## src/rtl/div_pkg.sv

```systemverilog
// Shared defines for the execute-stage divider: word types, FSM encodings and handshake levels.
// Also provides the absolute-value helper used when DIV_SIGNED_EN is defined.
package div_pkg;

   typedef logic [31:0] RegBus;
   typedef logic [63:0] DoubleRegBus;
   typedef logic [1:0]  div_state_t;

   localparam RegBus ZeroWord = 32'h0000_0000;

   localparam logic [1:0] DivFree   = 2'b00;
   localparam logic [1:0] DivByZero = 2'b01;
   localparam logic [1:0] DivOn     = 2'b10;
   localparam logic [1:0] DivEnd    = 2'b11;

   localparam logic DivResultReady    = 1'b1;
   localparam logic DivResultNotReady = 1'b0;
   localparam logic DivStart          = 1'b1;
   localparam logic DivStop           = 1'b0;

   // Magnitude of a word; only negative signed operands are converted
   function automatic RegBus abs_word(input logic is_signed, input RegBus x);
      return (is_signed && x[31]) ? RegBus'(-x) : x;
   endfunction

endpackage

```

## src/rtl/div_if.sv

```systemverilog
// Execute-to-divider handshake: operands and request from execute, result and ready back.
// The master side is the execute logic, the slave side is the divider.
interface div_if;
   import div_pkg::*;

   logic        signed_div_i;
   RegBus       opdata1_i;
   RegBus       opdata2_i;
   logic        start_i;
   logic        annul_i;
   DoubleRegBus result_o;
   logic        ready_o;

   modport master (
      output signed_div_i, opdata1_i, opdata2_i, start_i, annul_i,
      input  result_o, ready_o
   );

   modport slave (
      input  signed_div_i, opdata1_i, opdata2_i, start_i, annul_i,
      output result_o, ready_o
   );
endinterface

```

## src/rtl/div.sv

```systemverilog
// Multi-cycle 32-bit restoring divider producing {remainder, quotient} for the HI/LO path.
// Macro DIV_SIGNED_EN adds the signed (DIV) path; without it every division is unsigned.
module div
   import div_pkg::*;
(
   input  logic clk,
   input  logic rst,
   div_if.slave bus
);

   div_state_t  state;
   logic [5:0]  cnt;
   logic [64:0] dividend;
   RegBus       divisor;
   logic [32:0] diff;
   RegBus       op1_abs;
   RegBus       op2_abs;
   RegBus       quo_final;
   RegBus       rem_final;
   logic        ready_q;
   DoubleRegBus result_q;
`ifdef DIV_SIGNED_EN
   logic        neg_quo;
   logic        neg_rem;
`endif

   // dividend[63:32] is the running partial remainder; a borrow in diff means "shift only"
   always_comb begin
      diff = {1'b0, dividend[63:32]} - {1'b0, divisor};
`ifdef DIV_SIGNED_EN
      op1_abs   = abs_word(bus.signed_div_i, bus.opdata1_i);
      op2_abs   = abs_word(bus.signed_div_i, bus.opdata2_i);
      quo_final = neg_quo ? RegBus'(-dividend[31:0])  : dividend[31:0];
      rem_final = neg_rem ? RegBus'(-dividend[64:33]) : dividend[64:33];
`else
      op1_abs   = bus.opdata1_i;
      op2_abs   = bus.opdata2_i;
      quo_final = dividend[31:0];
      rem_final = dividend[64:33];
`endif
   end

   // Sign corrections are captured at start so later operand changes cannot disturb the result
   always_ff @(posedge clk or negedge rst) begin
      if (!rst) begin
         state    <= DivFree;
         cnt      <= '0;
         dividend <= '0;
         divisor  <= ZeroWord;
         ready_q  <= DivResultNotReady;
         result_q <= '0;
`ifdef DIV_SIGNED_EN
         neg_quo  <= 1'b0;
         neg_rem  <= 1'b0;
`endif
      end else begin
         case (state)
            DivFree: begin
               if (bus.start_i == DivStart && !bus.annul_i) begin
                  if (bus.opdata2_i == ZeroWord) begin
                     state <= DivByZero;
                  end else begin
                     state    <= DivOn;
                     cnt      <= '0;
                     dividend <= {32'b0, op1_abs, 1'b0};
                     divisor  <= op2_abs;
`ifdef DIV_SIGNED_EN
                     neg_quo  <= bus.signed_div_i & (bus.opdata1_i[31] ^ bus.opdata2_i[31]);
                     neg_rem  <= bus.signed_div_i & bus.opdata1_i[31];
`endif
                  end
               end
            end
            DivByZero: begin
               dividend <= '0;
               result_q <= '0;
               ready_q  <= DivResultReady;
               state    <= DivEnd;
            end
            DivOn: begin
               if (bus.annul_i) begin
                  state <= DivFree;
                  cnt   <= '0;
               end else if (cnt != 6'd32) begin
                  if (diff[32])
                     dividend <= {dividend[63:0], 1'b0};
                  else
                     dividend <= {diff[31:0], dividend[31:0], 1'b1};
                  cnt <= cnt + 6'd1;
               end else begin
                  result_q <= {rem_final, quo_final};
                  ready_q  <= DivResultReady;
                  state    <= DivEnd;
                  cnt      <= '0;
               end
            end
            DivEnd: begin
               if (bus.start_i == DivStop) begin
                  state    <= DivFree;
                  ready_q  <= DivResultNotReady;
                  result_q <= '0;
               end
            end
            default: state <= DivFree;
         endcase
      end
   end

   assign bus.ready_o  = ready_q;
   assign bus.result_o = result_q;

endmodule

```

## src/flat_wrapper.sv

```systemverilog
// flat-port wrapper written by rule: the top's interface ports become plain ports
module div_flat import div_pkg::*;
  (clk, rst, bus_signed_div_i, bus_opdata1_i, bus_opdata2_i, bus_start_i, bus_annul_i, bus_result_o, bus_ready_o);
  div_if bus_i ();
  input  logic clk;
  input  logic rst;
  input wire logic [$bits(bus_i.signed_div_i)-1:0] bus_signed_div_i;
  input wire logic [$bits(bus_i.opdata1_i)-1:0] bus_opdata1_i;
  input wire logic [$bits(bus_i.opdata2_i)-1:0] bus_opdata2_i;
  input wire logic [$bits(bus_i.start_i)-1:0] bus_start_i;
  input wire logic [$bits(bus_i.annul_i)-1:0] bus_annul_i;
  output wire logic [$bits(bus_i.result_o)-1:0] bus_result_o;
  output wire logic [$bits(bus_i.ready_o)-1:0] bus_ready_o;
  assign bus_i.signed_div_i = bus_signed_div_i;
  assign bus_i.opdata1_i = bus_opdata1_i;
  assign bus_i.opdata2_i = bus_opdata2_i;
  assign bus_i.start_i = bus_start_i;
  assign bus_i.annul_i = bus_annul_i;
  assign bus_result_o = bus_i.result_o;
  assign bus_ready_o = bus_i.ready_o;
  div u_core (.clk(clk), .rst(rst), .bus(bus_i));
endmodule
```

## config.mk

```make
export PLATFORM = sky130hd
export DESIGN_NAME = div_flat
export DESIGN_NICKNAME = d
export VERILOG_FILES = /design/src/rtl/div_pkg.sv /design/src/rtl/div_if.sv /design/src/rtl/div.sv /design/src/flat_wrapper.sv
export SDC_FILE = /design/constraint.sdc
export NUM_CORES = 1
export LEC_CHECK = 0
export CAP_MARGIN = 20
export CORE_AREA = 2 2 138 140
export DETAILED_ROUTE_END_ITERATION = 12
export DIE_AREA = 0 0 140 142
export GPL_ROUTABILITY_DRIVEN = 0
export GPL_TIMING_DRIVEN = 0
export PLACE_DENSITY = 0.75
export SETUP_SLACK_MARGIN = 0.3
export SLEW_MARGIN = 20
export SYNTH_ARGS = -nofsm -noshare
export SYNTH_HDL_FRONTEND = slang
export SYNTH_SLANG_ARGS = --single-unit
```

## constraint.sdc

```tcl
create_clock -name clk -period 2.8 [get_ports clk]
set_input_delay 0.28 -clock clk [delete_from_list [all_inputs] [get_ports clk]]
set_output_delay 0.28 -clock clk [all_outputs]
set_load 0.02 [all_outputs]
```

== Yosys cells after proc, flatten, opt, wreduce, memory -nomap -nowiden ==
Cells that the tools add are included.
Storage, ports and cells
  memories kept: 0
  output and inout bits: 65
  memory bits (read-only): 0
  latch bits: 0
  word-level logic and storage cells: 57
  input port bits: 69
  RAM bits: 0
  flip-flop bits (word level): 170
Operators by class
  order comparisons: 0
  shifts and indexed selects: 0
  reductions and logical operators: 12
  multiplexer cells: 25
  div/mod/pow operators: 0
  equal/unequal tests: 11
  add/subtract/negate cells: 2
  multipliers: 0
  bitwise logic cells: 1
Operator list (count)
  $mux W65: 5
  $pmux W65 S3: 1
  $mux W64: 3
  $pmux W64 S3: 1
  $sub A32 B32 Y33: 1
  $logic_not A32 Y1: 1
  $mux W6: 4
  $pmux W6 S2: 1
  $mux W2: 5
  $reduce_and A3 Y1: 3
  $ne A2 B2 Y1 const B: 4
  $pmux W2 S4: 1
  $add A6 B1 Y6 const B: 1
  $ne A6 B6 Y1 const B: 1
  $reduce_bool A3 Y1: 2
  $reduce_and A5 Y1: 1
  $eq A2 B2 Y1 const B: 2
  $ne A2 B1 Y1 const B: 2
  $reduce_and A4 Y1: 1
  $mux W1: 3
  $ne A3 B3 Y1 const B: 1
  $pmux W1 S3: 1
  $eq A2 B1 Y1 const B: 1
  $logic_not A2 Y1: 1
  other kinds (4): 4

== Longest topological paths before layout ==
Gate-level depths: netlist of the first run.
  word-level depth: 5
  gate-level depth with buffers: 14

== Least setup slack after synthesis of the first run ==
OpenSTA, ideal clock, no wires.
  path type: flip-flop to flip-flop
  start point: register u_core.divisor[0]
  end point: register u_core.dividend[34]
  arrival: 2735 ps
  buffers on the path: 2
  setup time: 122 ps
  required time: 2678 ps
  clock period less this slack: 2856 ps
  cell stages (with the launch flop): 14
  path slack: -56 ps
  path through: dfrtp_1 ha_1 fa_1 nand2b_1 a21oi_1 o211ai_1 o22ai_1 o31ai_2 o21ai_2 a21o_1 buf_6 buf_8 nand2_1 a32o_1
Between the ends
  cells in the longest elaborated chain, start to end: 5
Ends and longest elaborated chain
  start, declared: RTL line div.sv:14  | RegBus divisor;
  start signal, assigned: RTL line div.sv:49  | divisor <= ZeroWord;
  start signal, assigned: RTL line div.sv:66  | divisor <= op2_abs;
  $sub A32 B32 Y33: RTL line div.sv:29  | diff = {1'b0, dividend[63:32]} - {1'b0, divisor};
  $mux W65: RTL line div.sv:85  | if (diff[32])
  $mux W65: RTL line div.sv:84  | end else if (cnt != 6'd32) begin
  $mux W65: RTL line div.sv:81  | if (bus.annul_i) begin
  $pmux W65 S3: RTL line div.sv:57  | case (state)
  end signal, assigned: RTL line div.sv:65  | dividend <= {32'b0, op1_abs, 1'b0};
  end signal, assigned: RTL line div.sv:86  | dividend <= {dividend[63:0], 1'b0};
  end signal, assigned: RTL line div.sv:88  | dividend <= {diff[31:0], dividend[31:0], 1'b1};
  end, declared: RTL line div.sv:13  | logic [64:0] dividend;
Every way passes these cells. The select of a mux whose other input is x is not followed.
A chain may end at the register's enable or synchronous reset.

== Final worst setup path of the first run ==
  start point: register u_core.divisor[0]
  end point: register u_core.dividend[62]
The elaborated chain is that of the path after synthesis.

==> results of run 1 <==
[final cells by class]
type | count | area share (%)
buffer | 48 | 2.44
clock buffer | 17 | 3.64
sequential | 170 | 36.4
clock inverter | 15 | 1.72
inverter | 49 | 1.57
tap | 234 | 2.50
multi-input combinational | 603 | 37.9
timing repair buffer | 158 | 13.8
[cells in the mapped netlist, drive strengths merged, types with 2 or more instances]
| library cell | count | share of area, % |
|---|---|---|
| a2111oi | 2 | 0.20 |
| a211o | 2 | 0.20 |
| a211oi | 4 | 0.34 |
| a21boi | 2 | 0.17 |
| a21o | 14 | 1.2 |
| a21oi | 41 | 2.4 |
| a221oi | 32 | 3.2 |
| a22o | 65 | 6.4 |
| a31o | 2 | 0.20 |
| a31oi | 3 | 0.21 |
| a32o | 2 | 0.23 |
| and2 | 4 | 0.28 |
| and3 | 7 | 0.50 |
| buf | 10 | 0.95 |
| clkbuf | 38 | 1.6 |
| dfrtp | 170 | 48 |
| ha | 40 | 5.7 |
| inv | 49 | 2.1 |
| mux2 | 32 | 4.1 |
| mux2i | 21 | 2.4 |
| nand2 | 63 | 2.7 |
| nand2b | 9 | 0.64 |
| nand3 | 15 | 0.85 |
| nand3b | 2 | 0.17 |
| nand4 | 7 | 0.50 |
| nor2 | 93 | 4.0 |
| nor2b | 3 | 0.21 |
| nor3 | 8 | 0.45 |
| nor4 | 8 | 0.57 |
| o2111ai | 2 | 0.20 |
| o211ai | 2 | 0.17 |
| o21a | 4 | 0.34 |
| o21ai | 56 | 3.2 |
| o21bai | 6 | 0.51 |
| o22ai | 3 | 0.21 |
| o31ai | 6 | 0.57 |
| o41ai | 2 | 0.28 |
| or2 | 4 | 0.28 |
| or3 | 3 | 0.21 |
| or4 | 2 | 0.17 |
| xnor2 | 15 | 1.5 |
| xor2 | 8 | 0.79 |
[registers in the layout, indices dropped and copies added (netlist names)]
| register | count |
|---|---|
| u_core.state | 2 |
| u_core.divisor | 32 |
| u_core.bus.ready_o | 1 |
| u_core.dividend | 65 |
| u_core.cnt | 6 |
| u_core.bus.result_o | 64 |
[metal layers]
layer | track usage (%) | vias up | share of wire [%]
li1 | - | 3518 | -
met1 | 32.5 | 3719 | 43
met2 | 38.9 | 308 | 47
met3 | 4.00 | 51 | 6.7
met4 | 8.98 | 0 | 2.7
met5 | 0 | - | 0
[through the flow]
| stage | hold slack, ns | TNS [ns] | total power (uW) |
|---|---|---|---|
| 4_1_cts | 0.421 | -5.27 | 11900 |
| 5_1_grt | 0.460 | -7.75 | 13200 |
| 3_5_place_dp | 0.290 | -48.57 | 9020 |
| 2_1_floorplan | -0.0156 | 0 | 7560 |
| 3_3_place_gp | 0.462 | -978.37 | 8850 |
| 6_report | 0.397 | -4.54 | 12400 |
[cells by family (layout without fill, tap and decap cells)]
logic type,count (synthesis),after routing
and+or+nand+nor,229,229
muxes,53,53
DFF,170,170
xor gates and xnor gates,23,23
buffers and inverters,97,287
adders and majority gates,41,41
AOI/OAI and AO/OA,257,257
[how the worst max path moves through the flow]
stage,startpoint,to
global route,u_core.divisor[0],u_core.dividend[62]
finish,u_core.divisor[0],u_core.dividend[62]
global placement,rst,u_core.divisor[28]
CTS,u_core.divisor[25],u_core.dividend[43]
detailed placement,bus_opdata2_i[0],u_core.dividend[60]
floorplan,u_core.dividend[57],u_core.dividend[42]
[power groups by stage]
stage,Clock (uW),Combinational (uW),Sequential (uW)
after detailed placement,0,5360,3670
final,2480,6240,3650
after floorplan,0,4050,3510
after global placement,0,5220,3630
after CTS,2490,5760,3620
after global routing,2610,6860,3720
[repair_timing]
item,in CTS,in global routing
gates resized for setup,50,47
gates cloned,1,2
endpoints found under the setup margin,165,157
setup buffers,11,10
hold buffers,1,0
pin swaps,18,18
hold endpoints to repair,74,0
==> results.md, run 1 <==
* IO buf count at 132
* Leak at 0.00526 uW
* Worst-margin pin slew at 0.746 ns
* WP depth at 13
* Placed Cells at between 1k and 1.5k
* Cell Area, Synth at 8830 sq um
* R2r setup slk at -0.22 ns
* Non-Filler Instances at 1294
* Yosys cell types at 61
* Register area at ~4300 sq um
* Sequential share of the synthesized area at between 40% and 50%
* Sw Share at 43.6%
* Yosys warns at 0
* Internal Power at 6980 uW
* Core Footprint at around 18000 sq um
* Multiplexer area fraction after synthesis at 6.46%
* Startpoint types: register
* Syn avg cell area at 10.2 sq um
* Tmin final at 3.02 ns
* Critical Path AT at about 3.4 ns
* Worst-path fanout max at 5
* Die Width at 140 microns
* Initial cell density of the core at 47.9%
* Clock buffer depth at 2
* Slowest stage delay, CP at approximately 0.5 ns
* H-tree depth at 4
* Final core occ at 63.4%
* Placement row count at 50
* CTS buffer count at 17
* WP buf/inv at 2
* Peak VDD IR at 591 uV
* Compound-Gate Fraction of Synth Area at between 20% and 30%
* Via density at 5.87
* N_diodes at 0
* Number of DRC markers in iteration 0 at 765
* Fin. Hold Viols at 0
* #FFs+latches synth at 170
* Syn Nets at 980
* Xor-xnor portion of the synthesized cell area at around 2.3%
* Antenna Nets Post-Route at 0
* Largest net degree at the start of global routing at a little under 100
* Slew HR at approximately half
* Synth Flop Type: dfrtp_1
* Violated checks: design-rule violations, negative setup slack
* CTS tree: yes
* Largest family of logic cells by synthesized area: compound AO/OA/AOI/OAI gates
* PD cells at around 1100 nW/um^2
* Post-Synth Adder-Cell Area at 5.89%
* EDFF count, synth at 0
* DP Worst Slack at -0.717 ns
* Via count at around 7.6k
* # IOs at 134
* Dpl hpwl at 16800 microns
* Sequential share of power at 29.5%
* Critical Path RT at 3.17 ns
* # DRC at 15
* Maxcap violations at 0
* Layout cells sized above 1 at roughly 16%
* Combinational Power Share at just over 50%
* First-pass GRT wire length at 37800 microns
* Final instance area at 11700 sq um
* DP Area at 10500 sq um
* Worst setup EP type: register
* Clock network power share at 20.0%
* Switching power at approximately 5400 uW
* Average wire per standard cell at 18.5 microns
* RSZ-0062 raised after global routing: yes
* Worst Hold Class: in -> async
* Crit Path Category: reg -> reg
* Crit path top cell by count: a21oi_4
* Clock sink count at 170
* Critical path's slowest cell: or4_1
* R2r worst-path depth at 13
* CTS root buffer: clkbuf_16
* Worst setup margin at -0.221 ns
* Async SR Flop Fraction at 100%
* Crit-path cells: ha_2, fa_2, nand2b_4, a21oi_4, o211ai_1, o22ai_2, o31ai_4, o21ai_2, buf_4, buf_6, a21oi_4, or4_1, nand3_1
* Initial antenna violation count at 0
* Multi-input logic area at 4430 sq um
* Crit Reg-Reg Endpoint: u_core.dividend[62]
* Crit-path leading delay family: compound AO/OA/AOI/OAI gates
* Fillcell total at 1466
* Fmax at 0.331 GHz
* Clock Skew at 0.0108 ns
* Post-Synthesis Cells at between 800 and 900
* Die area at 19900 sq um
* Final nets at 1157
* Final period util at 108%
* Die Y at 142 microns
* Clock-pin slew on the worst setup and hold paths at around 0.080 ns
* Fin. max-slew vios at 0
* DRT Pass-1 Iters at 12
* Commonest non-fill, non-tap cell in the layout: dfrtp_1
* Post-Route WL at 23900 microns
* Crit Reg-Reg Startpoint: u_core.divisor[0]
* GRT Total Usage at 23.9%
* Worst skew pair latency at 0.44 ns
* Grt total ovfl at 0
* Area grow syn2layout at 32.4%
* Most frequent cells in the layout: 170 x dfrtp_1, 131 x clkdlybuf4s50_1, 90 x nor2_1
* Simple-Gate Fraction of Synth Area at 11.6%
* Status: finished, violations left
* Vias in the first global route at 7263
* Setup Viol. Count Final at 32
Power figures use the tool's default switching activity.
==> run 2, diff against run 1 <==
--- a/config.mk
+++ b/config.mk
@@ -5,13 +5,15 @@
 export SDC_FILE = /design/constraint.sdc
 export NUM_CORES = 1
 export LEC_CHECK = 0
+export ABC_AREA = 1
 export CAP_MARGIN = 20
-export CORE_AREA = 2 2 138 140
+export CORE_AREA = 2 2 144 146
 export DETAILED_ROUTE_END_ITERATION = 12
-export DIE_AREA = 0 0 140 142
+export DIE_AREA = 0 0 146 148
 export GPL_ROUTABILITY_DRIVEN = 0
 export GPL_TIMING_DRIVEN = 0
-export PLACE_DENSITY = 0.75
+export HOLD_SLACK_MARGIN = 0.02
+export PLACE_DENSITY = 0.89
 export SETUP_SLACK_MARGIN = 0.3
 export SLEW_MARGIN = 20
 export SYNTH_ARGS = -nofsm -noshare
==> run 2 against run 1 <==
The flow now finishes without violations. Worst setup slack gained 0.51 ns. Core utilization shrank 0.21 points. Global-route usage grew 4.6 points. Synthesized cell count grew 63%. Maximum frequency grew 21%. Die area grew 8.7%. Critical path type unchanged. Critical endpoint is now u_core.dividend[55]. Largest cell class unchanged. Highest routed layer unchanged.
==> results.md, run 2 <==
* Status: complete, no violations (was finished, violations left)
* Count leader, synth: nand2_1 (was dfrtp_1)
* Worst setup margin at 0.293 ns (was -0.221 ns)
* Yosys warns at 0 (unchanged)
* Fin. Hold Viols at 0 (unchanged)
* Critical Path AT at 2.84 ns (was 3.39 ns)
* Placement row count at 52 (was 50)
* Hold Path End: u_core.cnt[2]
* Grt total ovfl at 0 (unchanged)
* Die Width at 146 microns (was 140 microns)
* Worst-margin pin slew at 0.636 ns (was 0.746 ns)
* Commonest non-fill, non-tap cell in the layout: nand2_1 (was dfrtp_1)
* CTS buffer count at 17 (unchanged)
* Post-Synthesis Cells at 1421 (was 870)
* Async SR Flop Fraction at 100% (unchanged)
* DP Worst Slack at 0.00822 ns (was -0.717 ns)
* Fin. max-slew vios at 0 (unchanged)
* Compound-Gate Fraction of Synth Area at 12.7% (was 21.0%)
* CTS root buffer: clkbuf_16 (unchanged)
* Worst Hold Slack at 0.268 ns (was 0.397 ns)
* Fmax at 0.399 GHz (was 0.331 GHz)
* Slew HR at 57.6% (was 50.2%)
* Peak VDD IR at 599 uV (was 591 uV)
* Average wire per standard cell at 16.5 microns (was 18.5 microns)
* Post-synth top area cell: dfrtp_1 (unchanged)
* Initial antenna violation count at 0 (unchanged)
* CTS tree: yes (unchanged)
* Setup Viol. Count Final at 0 (was 32)
* Area grow syn2layout at 24.9% (was 32.4%)
* Placed Cells at 1823 (was 1237)
* EDFF count, synth at 0 (unchanged)
* Die area at 21600 sq um (was 19900 sq um)
* Via count at 10.4k (was 7596)
* Clock buffer depth at 2 (unchanged)
* Area contributors post-synth: dfrtp_1 42%, nand2_1 16%, inv_1 9.3%, o21ai_0 6.6%, ha_1 4.9% (was dfrtp_1 48%, a22o_1 6.4%, ha_1 5.7%, mux2_2 4.1%, nor2_1 4.0%)
* Top cell type's share of synthesized area at 42.0% (was 48.2%)
* Maxcap violations at 0 (unchanged)
* Multi-input logic area at 4800 sq um (was 4430 sq um)
* Worst skew pair latency at 0.44 ns (about the same)
* Vias in the first global route at 10.3k (was 7263)
* Core Footprint at 20000 sq um (was 18500 sq um)
* Via density at 5.59 (was 5.87)
* R2r setup slk at 0.29 ns (was -0.22 ns)
* Syn Nets at 1531 (was 980)
* Xor-xnor portion of the synthesized cell area at 1.21% (was 2.28%)
* R2r worst-path depth at 12 (was 13)
* Sequential share of the synthesized area at 42.0% (was 48.2%)
* Yosys cell types at 37 (was 61)
* DP Area at 11800 sq um (was 10500 sq um)
* Clock Skew at 0.0119 ns (was 0.0108 ns)
* Worst setup EP type: register (unchanged)
* Initial cell density of the core at 50.6% (was 47.9%)
* Hold depth at 4
* Number of DRC markers in iteration 0 at 1154 (was 765)
* Post-Synth Adder-Cell Area at 5.14% (was 5.89%)
* # DRC at 0 (was 15)
* H-tree depth at 4 (unchanged)
* HP Start: bus_annul_i
* Startpoint types: register (unchanged)
* Crit Reg-Reg Endpoint: u_core.dividend[55] (was u_core.dividend[62])
* Cell Area, Synth at 10100 sq um (was 8830 sq um)
* Clock sink count at 170 (unchanged)
* Tmin final at 2.51 ns (was 3.02 ns)
* Worst-path fanout max at 10 (was 5)
* Crit Path Category: reg -> reg (unchanged)
* Die Y at 148 microns (was 142 microns)
* #FFs+latches synth at 170 (unchanged)
* Antenna Nets Post-Route at 0 (unchanged)
* Multiplexer area fraction after synthesis at 0% (was 6.46%)
* Synth Flop Type: dfrtp_1 (unchanged)
* First-pass GRT wire length at 49300 microns (was 37800 microns)
* PD cells at 815 nW/um^2 (was 1060 nW/um^2)
* RSZ-0062 raised after global routing: no (was yes)
* Most frequent cells in the layout: 430 x nand2_1, 250 x inv_1, 166 x dfrtp_1 (was 170 x dfrtp_1, 131 x clkdlybuf4s50_1, 90 x nor2_1)
* Syn avg cell area at 7.13 sq um (was 10.2 sq um)
* # IOs at 134 (unchanged)
* Largest net degree at the start of global routing at 103 (was 97)
* Post-Route WL at 30800 microns (was 23900 microns)
* DRT Pass-1 Iters at 7 (was 12)
* Final nets at 1691 (was 1157)
* Non-Filler Instances at 1864 (was 1294)
* Register with the most flip-flops: u_core.dividend (unchanged)
* Layout cells sized above 1 at 6.78% (was 16.2%)
* IO buf count at 131 (was 132)
* Fillcell total at 1657 (was 1466)
* N_diodes at 0 (unchanged)
* GRT Total Usage at 28.5% (was 23.9%)
* Critical Path RT at 3.13 ns (was 3.17 ns)
* Leak at 0.00644 uW (was 0.00526 uW)
* Synth top cells by count: 433 x nand2_1, 251 x inv_1, 170 x dfrtp_1, 134 x o21ai_0 (was 170 x dfrtp_1, 93 x nor2_1, 65 x a22o_1, 63 x nand2_1, 49 x inv_1)
* Clock-pin slew on the worst setup and hold paths at 0.07 ns (was 0.08 ns)
* Max FFs per register at 65 (unchanged)
* Final period util at 89.5% (was 108%)
* Simple-Gate Fraction of Synth Area at 26.9% (was 11.6%)
* Register area at 4260 sq um (was 4250 sq um)
* TNS Setup at 0 ns (was -4.54 ns)
* Crit Reg-Reg Startpoint: u_core.dividend[50] (was u_core.divisor[0])
* Largest family of logic cells by synthesized area: simple AND/OR/NAND/NOR gates (was compound AO/OA/AOI/OAI gates)
* Dpl hpwl at 21800 microns (was 16800 microns)
* Final instance area at 12700 sq um (was 11700 sq um)
* Worst Hold Class: in -> reg (was in -> async)
[run 2: cell count changes in the layout (fill, tap and decap cells not counted), moves of 30 or more]
| cell | before | now |
|---|---|---|
| inv_1 | 46 | 250 |
| o211ai_1 | 2 | 32 |
| a221oi_1 | 32 | 0 |
| a22o_1 | 65 | 0 |
| mux2_2 | 32 | 0 |
| o21ai_0 | 28 | 134 |
| nand2_1 | 60 | 430 |
| nand3_1 | 13 | 97 |
[run 2: area by class of cell]
class,instances,share of cell area [%]
multi-input combinational,943,38.0
buffer,54,2.34
inverter,254,7.55
tap,270,2.67
sequential,170,33.7
clock inverter,14,1.26
timing repair buffer,141,11.2
clock buffer,18,3.39
[run 2: logic make-up after synthesis]
family | after synthesis
AO/OA/AOI/OAI | 224
flip-flops | 170
AND/OR/NAND/NOR | 664
adder cells (fa/ha/maj) | 41
buffers and inverters | 308
XOR/XNOR | 14
[run 2: how the worst max path moves through the flow]
| stage | end | start |
|---|---|---|
| final | u_core.dividend[55] | u_core.dividend[50] |
| after global routing | u_core.dividend[33] | u_core.dividend[50] |
| after CTS | u_core.dividend[33] | u_core.dividend[53] |
| after detailed placement | u_core.divisor[17] | bus_opdata2_i[17] |
| after global placement | u_core.bus.result_o[16] | rst |
| after floorplan | u_core.dividend[50] | u_core.divisor[0] |
[run 2: worst max-delay path, cell delays in order, from the launching register on]
cell     delay (ns)
dfrtp_1        0.45
ha_2           0.42
nand2_1        0.13
nor2_2         0.18
inv_1          0.09
nor2_2         0.19
and2_2         0.21
nand2_4        0.07
nand2_4        0.07
buf_4          0.22
nand3_1        0.17
nand2_1        0.10
nand2_1        0.07
[run 2: layer usage]
metal	track usage, %	vias up	part of all wire [%]
met4	15.8	0	5.6
met3	6.27	151	9.0
met2	47.2	604	47
li1	-	4776	-
met1	34.9	4896	39
met5	0	-	0
[run 2: power by group]
group | leakage [uW] | switching [uW] | internal (uW)
clock network | 0.000279 | 1110 | 1260
logic | 0.00392 | 3290 | 1480
registers | 0.00224 | 211 | 2960
[run 2: through the flow]
stage,total power (uW),utilization [%]
floorplan,6290,-
global placement,7350,58.8
detailed placement,7550,59.0
CTS,10000,62.2
global route,10900,63.2
finish,10300,63.2
[run 2: repair_timing]
action,in CTS,in global routing
buffers inserted,0,8
hold endpoints to repair,68,0
hold buffers,1,0
endpoints found under the setup margin,48,85
pin swaps,0,4
gates resized for setup,11,31
